===== config.mk =====
export PLATFORM = sky130hd
export DESIGN_NAME = s4ga_cfg_seq_flat
export DESIGN_NICKNAME = d
export VERILOG_FILES = /design/src/rtl/s4ga_cfg_seq_if.sv /design/src/rtl/s4ga_cfg_seq.sv /design/src/flat_wrapper.sv
export SDC_FILE = /design/constraint.sdc
export NUM_CORES = 1
export LEC_CHECK = 0
export BUFFER_PORTS_ARGS = -buffer_cell sky130_fd_sc_hd__buf_2
export CAP_MARGIN = 40
export CORE_MARGIN = 2
export CORE_UTILIZATION = 54
export DETAILED_ROUTE_END_ITERATION = 7
export GPL_ROUTABILITY_DRIVEN = 0
export GPL_TIMING_DRIVEN = 0
export HOLD_SLACK_MARGIN = 0.12
export PLACE_DENSITY = 0.75
export SLEW_MARGIN = 40
export SYNTH_ARGS = -nofsm -noshare
export SYNTH_HDL_FRONTEND = slang
export SYNTH_SLANG_ARGS = --single-unit

===== constraint.sdc =====
create_clock -name clk -period 2.84 [get_ports clk]
set_clock_uncertainty 0.05 [all_clocks]
set_input_delay 0 -clock clk [delete_from_list [all_inputs] [get_ports clk]]
set_output_delay 0 -clock clk [all_outputs]
set_load 0.02 [all_outputs]

===== src/rtl/s4ga_cfg_seq_if.sv =====
// Config-memory read port of the s4ga configuration sequencer.
// One request outstanding at most; mem_ack is a one-cycle acknowledge carrying mem_rdata.
interface s4ga_cfg_seq_if #(
  parameter int ADDR_W = 16
);
  logic              mem_req;
  logic [ADDR_W-1:0] mem_addr;
  logic [7:0]        mem_rdata;
  logic              mem_ack;

  modport master (output mem_req, output mem_addr, input mem_rdata, input mem_ack);
  modport slave  (input mem_req, input mem_addr, output mem_rdata, output mem_ack);
endinterface


===== src/rtl/s4ga_cfg_seq.sv =====
// s4ga LUT-fabric configuration sequencer: byte fetch -> FIFO -> 4-bit segment stream.
// Optional S4GA_CFG_SEQ_SUM_EN adds sweep_sum (mod-256 sum of bytes popped in the last sweep).
module s4ga_cfg_seq #(
  parameter int N            = 79,
  parameter int SEGS_PER_LUT = 18,
  parameter int ADDR_W       = 16,
  parameter int FIFO_D       = 8,
  parameter int RST_CYC      = 81
) (
  input  logic                  clk,
  input  logic                  rst,
  input  logic                  en,
  s4ga_cfg_seq_if.master        mem,
  output logic                  fab_rst,
  output logic [3:0]            fab_si,
  output logic                  running,
  output logic                  sweep_done,
  output logic [15:0]           sweep_cnt,
  output logic                  err
`ifdef S4GA_CFG_SEQ_SUM_EN
  ,
  output logic [7:0]            sweep_sum
`endif
);

  localparam int IMG_B = N * SEGS_PER_LUT / 2;
  localparam int SEGS  = N * SEGS_PER_LUT;
  localparam int PW    = $clog2(FIFO_D);
  localparam int SW    = $clog2(SEGS);
  localparam int RW    = $clog2(RST_CYC);

  localparam logic [PW:0]       CNT_MAX   = (PW+1)'(FIFO_D);
  localparam logic [SW-1:0]     SEG_LAST  = SW'(SEGS - 1);
  localparam logic [SW-1:0]     SEG_PEN   = SW'(SEGS - 2);
  localparam logic [RW-1:0]     RC_LAST   = RW'(RST_CYC - 1);
  localparam logic [ADDR_W-1:0] ADDR_LAST = ADDR_W'(IMG_B - 1);

  typedef enum logic [1:0] {IDLE, PRELOAD, RUN} state_t;

  state_t            state, state_d;
  logic [7:0]        fifo [FIFO_D];
  logic [PW-1:0]     wr_ptr, rd_ptr;
  logic [PW:0]       count;
  logic              pend, disc;
  logic [ADDR_W-1:0] addr;
  logic [RW-1:0]     rc;
  logic [SW-1:0]     seg;
  logic              ph, stop_req;

  logic       ack_v, fifo_full, rst_done, underflow, flush, issue, push, pop;
  logic       fab_rst_d;
  logic [3:0] fab_si_d;
  logic [7:0] head;

  assign head      = fifo[rd_ptr];
  assign ack_v     = mem.mem_ack & pend;
  assign fifo_full = (count == CNT_MAX) && !pend;
  assign rst_done  = (rc >= RC_LAST);
  // ph=1: the next edge is due to emit a high nibble, so the head byte must already be present
  assign underflow = (state == RUN) && ph && (count == '0);
  assign flush     = (state == IDLE) || underflow || (state == PRELOAD && !en);
  assign issue     = (state == PRELOAD || state == RUN) && !flush && !pend && (count < CNT_MAX);
  assign push      = ack_v && !disc && !flush;

  assign mem.mem_req  = pend;
  assign mem.mem_addr = addr;

  always_ff @(posedge clk) begin
    if (rst) state <= IDLE;
    else     state <= state_d;
  end

  always_comb begin
    state_d = state;
    unique case (state)
      IDLE:    if (en) state_d = PRELOAD;
      PRELOAD: begin
        if (!en)                       state_d = IDLE;
        else if (rst_done && fifo_full) state_d = RUN;
      end
      RUN: begin
        if (underflow)                   state_d = PRELOAD;
        else if (sweep_done && stop_req) state_d = IDLE;
      end
      default: state_d = IDLE;
    endcase
  end

  always_comb begin
    fab_rst_d = 1'b1;
    fab_si_d  = '0;
    pop       = 1'b0;
    running   = (state == RUN);
    if (state_d == RUN) begin
      fab_rst_d = 1'b0;
      if (state == RUN && !ph) begin
        fab_si_d = head[3:0];
        pop      = 1'b1;
      end else begin
        fab_si_d = head[7:4];
      end
    end
  end

  always_ff @(posedge clk) begin
    if (push) fifo[wr_ptr] <= mem.mem_rdata;
  end

  always_ff @(posedge clk) begin
    if (rst) begin
      pend       <= 1'b0;
      disc       <= 1'b0;
      addr       <= '0;
      wr_ptr     <= '0;
      rd_ptr     <= '0;
      count      <= '0;
      rc         <= '0;
      seg        <= '0;
      ph         <= 1'b0;
      stop_req   <= 1'b0;
      fab_rst    <= 1'b1;
      fab_si     <= '0;
      sweep_done <= 1'b0;
      sweep_cnt  <= '0;
      err        <= 1'b0;
    end else begin
      fab_rst  <= fab_rst_d;
      fab_si   <= fab_si_d;
      stop_req <= (state == RUN) && !en;

      // A request caught by a flush is still completed, but its data is dropped
      // and the address rewinds only once the bus is free again.
      if (ack_v) begin
        pend <= 1'b0;
        disc <= 1'b0;
        addr <= (disc || flush || addr == ADDR_LAST) ? '0 : addr + 1'b1;
      end else if (flush) begin
        if (pend) disc <= 1'b1;
        else      addr <= '0;
      end else if (issue) begin
        pend <= 1'b1;
      end

      if (flush) begin
        wr_ptr <= '0;
        rd_ptr <= '0;
        count  <= '0;
      end else begin
        if (push) wr_ptr <= wr_ptr + 1'b1;
        if (pop)  rd_ptr <= rd_ptr + 1'b1;
        unique case ({push, pop})
          2'b10:   count <= count + 1'b1;
          2'b01:   count <= count - 1'b1;
          default: ;
        endcase
      end

      if (state != PRELOAD) rc <= '0;
      else if (!rst_done)   rc <= rc + 1'b1;

      if (state == IDLE && en) sweep_cnt <= '0;

      sweep_done <= 1'b0;
      if (state != RUN) begin
        seg <= '0;
        ph  <= 1'b0;
      end else if (state_d == RUN) begin
        ph  <= ~ph;
        seg <= (seg == SEG_LAST) ? '0 : seg + 1'b1;
        if (seg == SEG_PEN) begin
          sweep_done <= 1'b1;
          sweep_cnt  <= sweep_cnt + 1'b1;
        end
      end

      if (underflow) err <= 1'b1;
    end
  end

`ifdef S4GA_CFG_SEQ_SUM_EN
  logic [7:0] acc;

  // The last byte of a sweep pops on the same edge that raises sweep_done.
  always_ff @(posedge clk) begin
    if (rst) begin
      acc       <= '0;
      sweep_sum <= '0;
    end else if (state == IDLE || underflow) begin
      acc <= '0;
    end else if (pop) begin
      if (seg == SEG_PEN) begin
        sweep_sum <= acc + head;
        acc       <= '0;
      end else begin
        acc <= acc + head;
      end
    end
  end
`endif

endmodule

===== src/flat_wrapper.sv =====
// flat-port wrapper written by rule: the top's interface ports become plain ports
module s4ga_cfg_seq_flat 
#(
  parameter int N            = 79,
  parameter int SEGS_PER_LUT = 18,
  parameter int ADDR_W       = 16,
  parameter int FIFO_D       = 8,
  parameter int RST_CYC      = 81
)
  (clk, rst, en, fab_rst, fab_si, running, sweep_done, sweep_cnt, err, mem_mem_req, mem_mem_addr, mem_mem_rdata, mem_mem_ack);
  s4ga_cfg_seq_if #(.ADDR_W(ADDR_W)) mem_i ();
  input  logic clk;
  input  logic rst;
  input  logic en;
  output logic fab_rst;
  output logic [3:0] fab_si;
  output logic running;
  output logic sweep_done;
  output logic [15:0] sweep_cnt;
  output logic err;
  output wire logic [$bits(mem_i.mem_req)-1:0] mem_mem_req;
  output wire logic [$bits(mem_i.mem_addr)-1:0] mem_mem_addr;
  input wire logic [$bits(mem_i.mem_rdata)-1:0] mem_mem_rdata;
  input wire logic [$bits(mem_i.mem_ack)-1:0] mem_mem_ack;
  assign mem_mem_req = mem_i.mem_req;
  assign mem_mem_addr = mem_i.mem_addr;
  assign mem_i.mem_rdata = mem_mem_rdata;
  assign mem_i.mem_ack = mem_mem_ack;
  s4ga_cfg_seq #(.N(N), .SEGS_PER_LUT(SEGS_PER_LUT), .ADDR_W(ADDR_W), .FIFO_D(FIFO_D), .RST_CYC(RST_CYC)) u_core (.clk(clk), .rst(rst), .en(en), .mem(mem_i), .fab_rst(fab_rst), .fab_si(fab_si), .running(running), .sweep_done(sweep_done), .sweep_cnt(sweep_cnt), .err(err));
endmodule

After elaboration in Yosys (flattened, before gate mapping)
Memories as Yosys holds them, arrays and structs flattened. A register that Yosys moved wholly into a read port is not among the register bits. Index checks and enable logic that the tools add are counted.

Add/subtract/negate cells: 8. Multiply operators: 0. Divide/modulo/power cells: 0. Magnitude comparators: 2. Equality and inequality tests: 12. Shift operators: 0. Multiplexer cells: 25. Bitwise operators: 4. Reductions and logical operators: 37.

Operators with widths (number): $mux 16 (8); $add 16x1->16 const B (2); $eq 11x11->1 const B (2); $eq 16x10->1 const B (1); $logic_and 1x1->1 (14); $add 11x1->11 const B (1); $mux 11 (1); $mux 2 (5); $reduce_or 2->1 (5); $pmux 4 s2 (1); $add 7x1->7 const B (1); $ge 7x7->1 const B (1); $add 3x1->3 const B (2); $eq 2x2->1 const B (3); $mux 1 (6); $mux 3 (2); $pmux 2 s3 (1); $reduce_and 2->1 (3); $logic_not 1->1 (5); $logic_or 1x1->1 (5); $add 4x1->4 const B (1); $eq 2x1->1 const B (2); $eq 4x4->1 const B (1); $logic_not 4->1 (1); other kinds (10) (14).

Register bits: 73. Bits in latches: 0. RAM bits: 64. ROM bits: 0. Bits of input ports: 12. Output and inout port bits: 41. Logic and storage cells: 105. Memories kept: 1.

Memories: u_core.fifo (depth 8, bits a word 8, rd ports 1, clocked after memory_dff 1, write ports 1, RTL line s4ga_cfg_seq.sv:41) `logic [7:0] fifo [FIFO_D];`.

Logic depth before layout (Yosys ltp)
Word-level depth: 10. Gate-level depth with buffers: 14. Gate-level depth less buffers: 13.

Worst setup path after synthesis
OpenSTA, ideal clock, no wires.

Path type: register to register. Start: reg u_core.state[0]. End: reg u_core.count[2]. Library setup time: 0.070 ns. Arrival: 3.143 ns. Setup slack: -0.423 ns. Stages on the path, launching flop included: 15. Path buffers: 1. Clock period less this slack: 3.263 ns. Path through: dfxtp_1 inv_1 ha_1 nor4bb_1 a21oi_1 o22ai_1 buf_2 nor2_1 ha_1 xor2_1 ha_1 a21oi_1 xor2_1 or3_1 a21oi_1.

Cells in the longest elaborated chain, start to end: 9.

RTL lines: start, declared (RTL line s4ga_cfg_seq.sv:40) `state_t state, state_d;`; start signal, assigned (RTL line s4ga_cfg_seq.sv:70) `else state <= state_d;`; $eq 2x2->1 (*); net running (RTL line flat_wrapper.sv:17) `output logic running;`; $logic_and 1x1->1 (2 in a row) (RTL line s4ga_cfg_seq.sv:60) `assign underflow = (state == RUN) && ph && (count == '0);`; $mux 2 (RTL line s4ga_cfg_seq.sv:82) `if (underflow) state_d = PRELOAD;`; $pmux 2 s3 (RTL line s4ga_cfg_seq.sv:75) `unique case (state)`; $eq 2x2->1 (RTL line s4ga_cfg_seq.sv:94) `if (state_d == RUN) begin`; $mux 1 (*) (RTL line s4ga_cfg_seq.sv:94); net u_core.pop (RTL line s4ga_cfg_seq.sv:50) `logic ack_v, fifo_full, rst_done, underflow, flush, issue, push, pop;`; $eq 2x1->1 or $eq 2x2->1 (tied branches) (RTL line s4ga_cfg_seq.sv:151) `unique case ({push, pop})`; $pmux 4 s2 or $reduce_bool 2->1 (tied branches); end signal, assigned (RTL line s4ga_cfg_seq.sv:152) `2'b10: count <= count + 1'b1;`; end signal, assigned (RTL line s4ga_cfg_seq.sv:153) `2'b01: count <= count - 1'b1;`; end, declared (RTL line s4ga_cfg_seq.sv:43) `logic [PW:0] count;`.

Mark *: on every way through the listed nets, which the timed path passes. The rest lies on a longest branch. A chain may end at the register's enable or synchronous reset.

Worst setup path after layout
Start: reg u_core.count[0]. End: reg u_core.count[2].

Cells in the longest elaborated chain, start to end: 10.

RTL lines: $eq 4x4->1 (RTL line s4ga_cfg_seq.sv:57) `assign fifo_full = (count == CNT_MAX) && !pend;`; $logic_and 1x1->1 (RTL line s4ga_cfg_seq.sv:57); $logic_and 1x1->1 (RTL line s4ga_cfg_seq.sv:79) `else if (rst_done && fifo_full) state_d = RUN;`; $mux 2 (RTL line s4ga_cfg_seq.sv:79); $mux 2 (RTL line s4ga_cfg_seq.sv:78) `if (!en) state_d = IDLE;`; $pmux 2 s3 (*) (RTL line s4ga_cfg_seq.sv:75); $eq 2x2->1 (*) (RTL line s4ga_cfg_seq.sv:94); $mux 1 (*) (RTL line s4ga_cfg_seq.sv:94); net u_core.pop (RTL line s4ga_cfg_seq.sv:50); $eq 2x1->1 or $eq 2x2->1 (tied branches) (RTL line s4ga_cfg_seq.sv:151); $pmux 4 s2 or $reduce_bool 2->1 (tied branches).

Marked as above.

==> results.py <==
metrics = {
    "status": {
        "status": "completed",
    },
    "min_path": {
        "hp-class": "input pin to flop",
        "min-delay-start": "rst",
        "min_to": "u_core.count[2]",
        "whs_path_depth": 4,
    },
    "detailed_routing": {
        "wire_per_inst_um": 18.4,
        "num_vias": 5100,
        "viasPerCell": 6.15,
        "wl_mm": 15.3,
        "drtIter0Drc": 501,
        "drc": 0,
        "ant_nets": 0,
        "first_pass_iters": 6,
    },
    "critical_path": {
        "r2r-start": "u_core.count[0]",
        "reg2reg_depth": 12,
        "r2r_end": "u_core.count[2]",
        "r2r_setup_slack_ns": 0.04,
        "crit_path_start_kind": "flop",
        "worstSetupStartpoint": "u_core.count[0]",
        "cp.required_ns": 3.14,
        "end_kind": "flop",
        "crit_arrival_ns": 3.11,
        "path_class": "flop to flop",
        "cp_max_fo": 7,
    },
    "grt": {
        "grt_max_degree": 17,
        "antenna_found_initial": 0,
        "grt_pass1_wl_mm": 24.6,
        "grt_pass1_vias": 4944,
        "grt-ovfl-total": 0,
        "grt_use_total_pct": 24.4,
    },
    "sta": {
        "rsz0062_at_grt": "true",
        "worstMarginPinSlew_ns": 0.789,
        "setup_viol": 0,
        "period_share_pct": 98.7,
        "fmax_mhz": 357,
        "drv_slew": 0,
        "fin_crit_ns": 2.80,
        "hold_viol_final": 0,
        "setup-tns-final_ns": 0,
        "relSlewSlack_pct": 47.1,
    },
    "clock_network": {
        "cts_sinks": 140,
        "clock_path_buffers": 2,
        "cts_tree": "yes",
        "insertion_delay_ns": 0.42,
        "numCtsBuffers": 17,
        "htreeDepth": 4,
        "cts-root-buf": "clkbuf_16",
        "path_clk_slew_ns": 0.06,
    },
    "floorplan": {
        "die-height_um": 114,
        "initial_utilization_pct": 54.7,
        "num_rows": 40,
        "core-area_um2": 11900,
        "die_w_um": 114,
        "num_io_pins": 53,
        "dieArea_um2": 12900,
    },
    "place": {
        "place_area_um2": 7040,
        "io_buffer_count": 52,
        "place_inst": 772,
        "hpwlAfterDp_mm": 9.81,
    },
    "logic_synthesis": {
        "postSynthNetCount": 600,
        "synth_cell_types": 63,
        "async_flop_share_pct": 0,
        "yosysSeqAreaShare_pct": 53.0,
        "synth-edff-count": 64,
        "synth_flop_cell": "dfxtp_1",
        "syn-cell-area_um2": 6490,
        "ys.warnings.count": 0,
        "synth.avg_cell_area_um2": 11.4,
        "synth-seq-cells": 140,
        "syn_inst": 571,
    },
    "final_layout": {
        "diodes": 0,
        "design_area_um2": 7940,
        "nets": 698,
        "drive_above_1_share_pct": 26.5,
        "area_growth_pct": 22.3,
        "fin_cells": 829,
    },
    "pwr": {
        "power_density_nw_per_um2": 556,
        "ir_worst_vdd_mv": 0.575,
        "leakage_nw": 2.65,
        "power_mw": 4.42,
    },
    "run": {
        "maxCapViolCount": 0,
    },
}
[worst max-delay path by stage]
stage / to / slack [ns]
finish: u_core.count[2] / 0.04
detailed placement: u_core.count[2] / -0.66
CTS: u_core.count[2] / 0.01
global placement: u_core.fifo[5][5] / -0.67
floorplan: u_core.count[2] / -0.19
global route: u_core.count[2] / -0.12
[power breakdown]
part	switching, mW	internal [mW]	total [mW]	leakage, nW
sequential	0.00572	2.11	2.11	1.19
combinational	0.0966	0.0483	0.145	1.18
clock	0.888	1.27	2.16	0.286
total	0.991	3.43	4.42	2.65
[cell type report]
type	instances	area [µm²]
Timing Repair Buffer	79	488
Multi-Input combinational cell	370	2970
Sequential cell	140	3450
Tap cell	147	184
Inverter	32	125
Clock inverter	13	126
Buffer	29	144
Clock buffer	19	453
Fill cell	859	3920
[synthesized netlist by cell type, types with 7 or more instances]
| master | number | area share (%) |
|---|---|---|
| nor4_1 | 8 | 0.77 |
| buf_2 | 8 | 0.62 |
| ha_1 | 17 | 3.3 |
| a211oi_1 | 8 | 0.92 |
| inv_1 | 32 | 1.8 |
| nand4_1 | 19 | 1.8 |
| o221ai_1 | 7 | 0.94 |
| or3_1 | 7 | 0.67 |
| nand2_1 | 40 | 2.3 |
| buf_1 | 7 | 0.40 |
| mux4_2 | 20 | 6.9 |
| edfxtp_1 | 64 | 30 |
| nor3_1 | 11 | 0.85 |
| o31ai_1 | 7 | 0.81 |
| o21ai_0 | 21 | 1.6 |
| dfxtp_1 | 76 | 23 |
| xor2_1 | 7 | 0.94 |
| nand3_1 | 13 | 1.0 |
| nand2b_1 | 13 | 1.3 |
| clkbuf_1 | 10 | 0.58 |
| or4_1 | 8 | 0.92 |
| a311oi_1 | 14 | 1.9 |
| a21oi_1 | 20 | 1.5 |
| nor2_1 | 43 | 2.5 |
| and3_1 | 7 | 0.67 |
[logic make-up after synthesis]
group | synth area share (%)
compound gates | 12.6
xor+xnor | 1.48
fa+ha+maj | 3.28
buf+inv | 3.97
flops | 53.0
mux | 7.86
simple gates | 17.8
[stage by stage]
stage / setup slack (ns) / utilization, % / hold WS (ns)
2_1_floorplan: -0.192 / - / 0.0224
3_3_place_gp: -0.670 / 58.8 / 0.176
3_5_place_dp: -0.664 / 59.3 / 0.188
4_1_cts: 0.0136 / 66.0 / 0.138
5_1_grt: -0.117 / 66.9 / 0.172
6_report: 0.0368 / 66.9 / 0.155
[placed cells by master, fill, tap and decap left out, types with 14 or more instances in the layout]
cell,instances
inv_1,30
nand2_1,40
o21ai_0,20
buf_2,59
edfxtp_1,64
buf_4,20
mux4_2,20
nand4_1,19
clkbuf_16,17
a311oi_1,14
a21oi_1,19
nor2_1,40
dfxtp_1,72
[layer usage]
metal  part of all wire, %  vias to the layer above  global-route usage, %
met5                     0                        -                      0
met4                   1.8                        0                   10.5
met3                   5.2                       25                   5.74
met2                    51                      180                   39.5
met1                    42                     2510                   31.7
li1                      -                     2385                      -
[sequential cells by signal (all words and copies together), names as in the netlist, 4 cells and up, named ones only]
name / flops
u_core.fab_si: 4
u_core.count: 4
u_core.sweep_cnt: 16
u_core.seg: 11
u_core.mem.mem_addr: 16
u_core.rc: 7
u_core.fifo: 64
[worst max-delay path, stage by stage, from the launching register on]
cell,delay (ns)
dfxtp_4,0.38
or3_4,0.43
nor4_4,0.30
o22ai_2,0.13
buf_6,0.15
nor2_4,0.15
ha_4,0.18
xor2_1,0.15
ha_1,0.18
a21oi_2,0.04
xor2_1,0.15
or3_1,0.31
a21oi_1,0.14
[timing repair]
item,CTS,global route
pin swaps,7,5
setup endpoints to repair,64,7
resized for setup,18,11
buffers inserted,7,8
hold buffers,10,0
hold endpoints to repair,71,0
(Power assumes the default switching activity.)
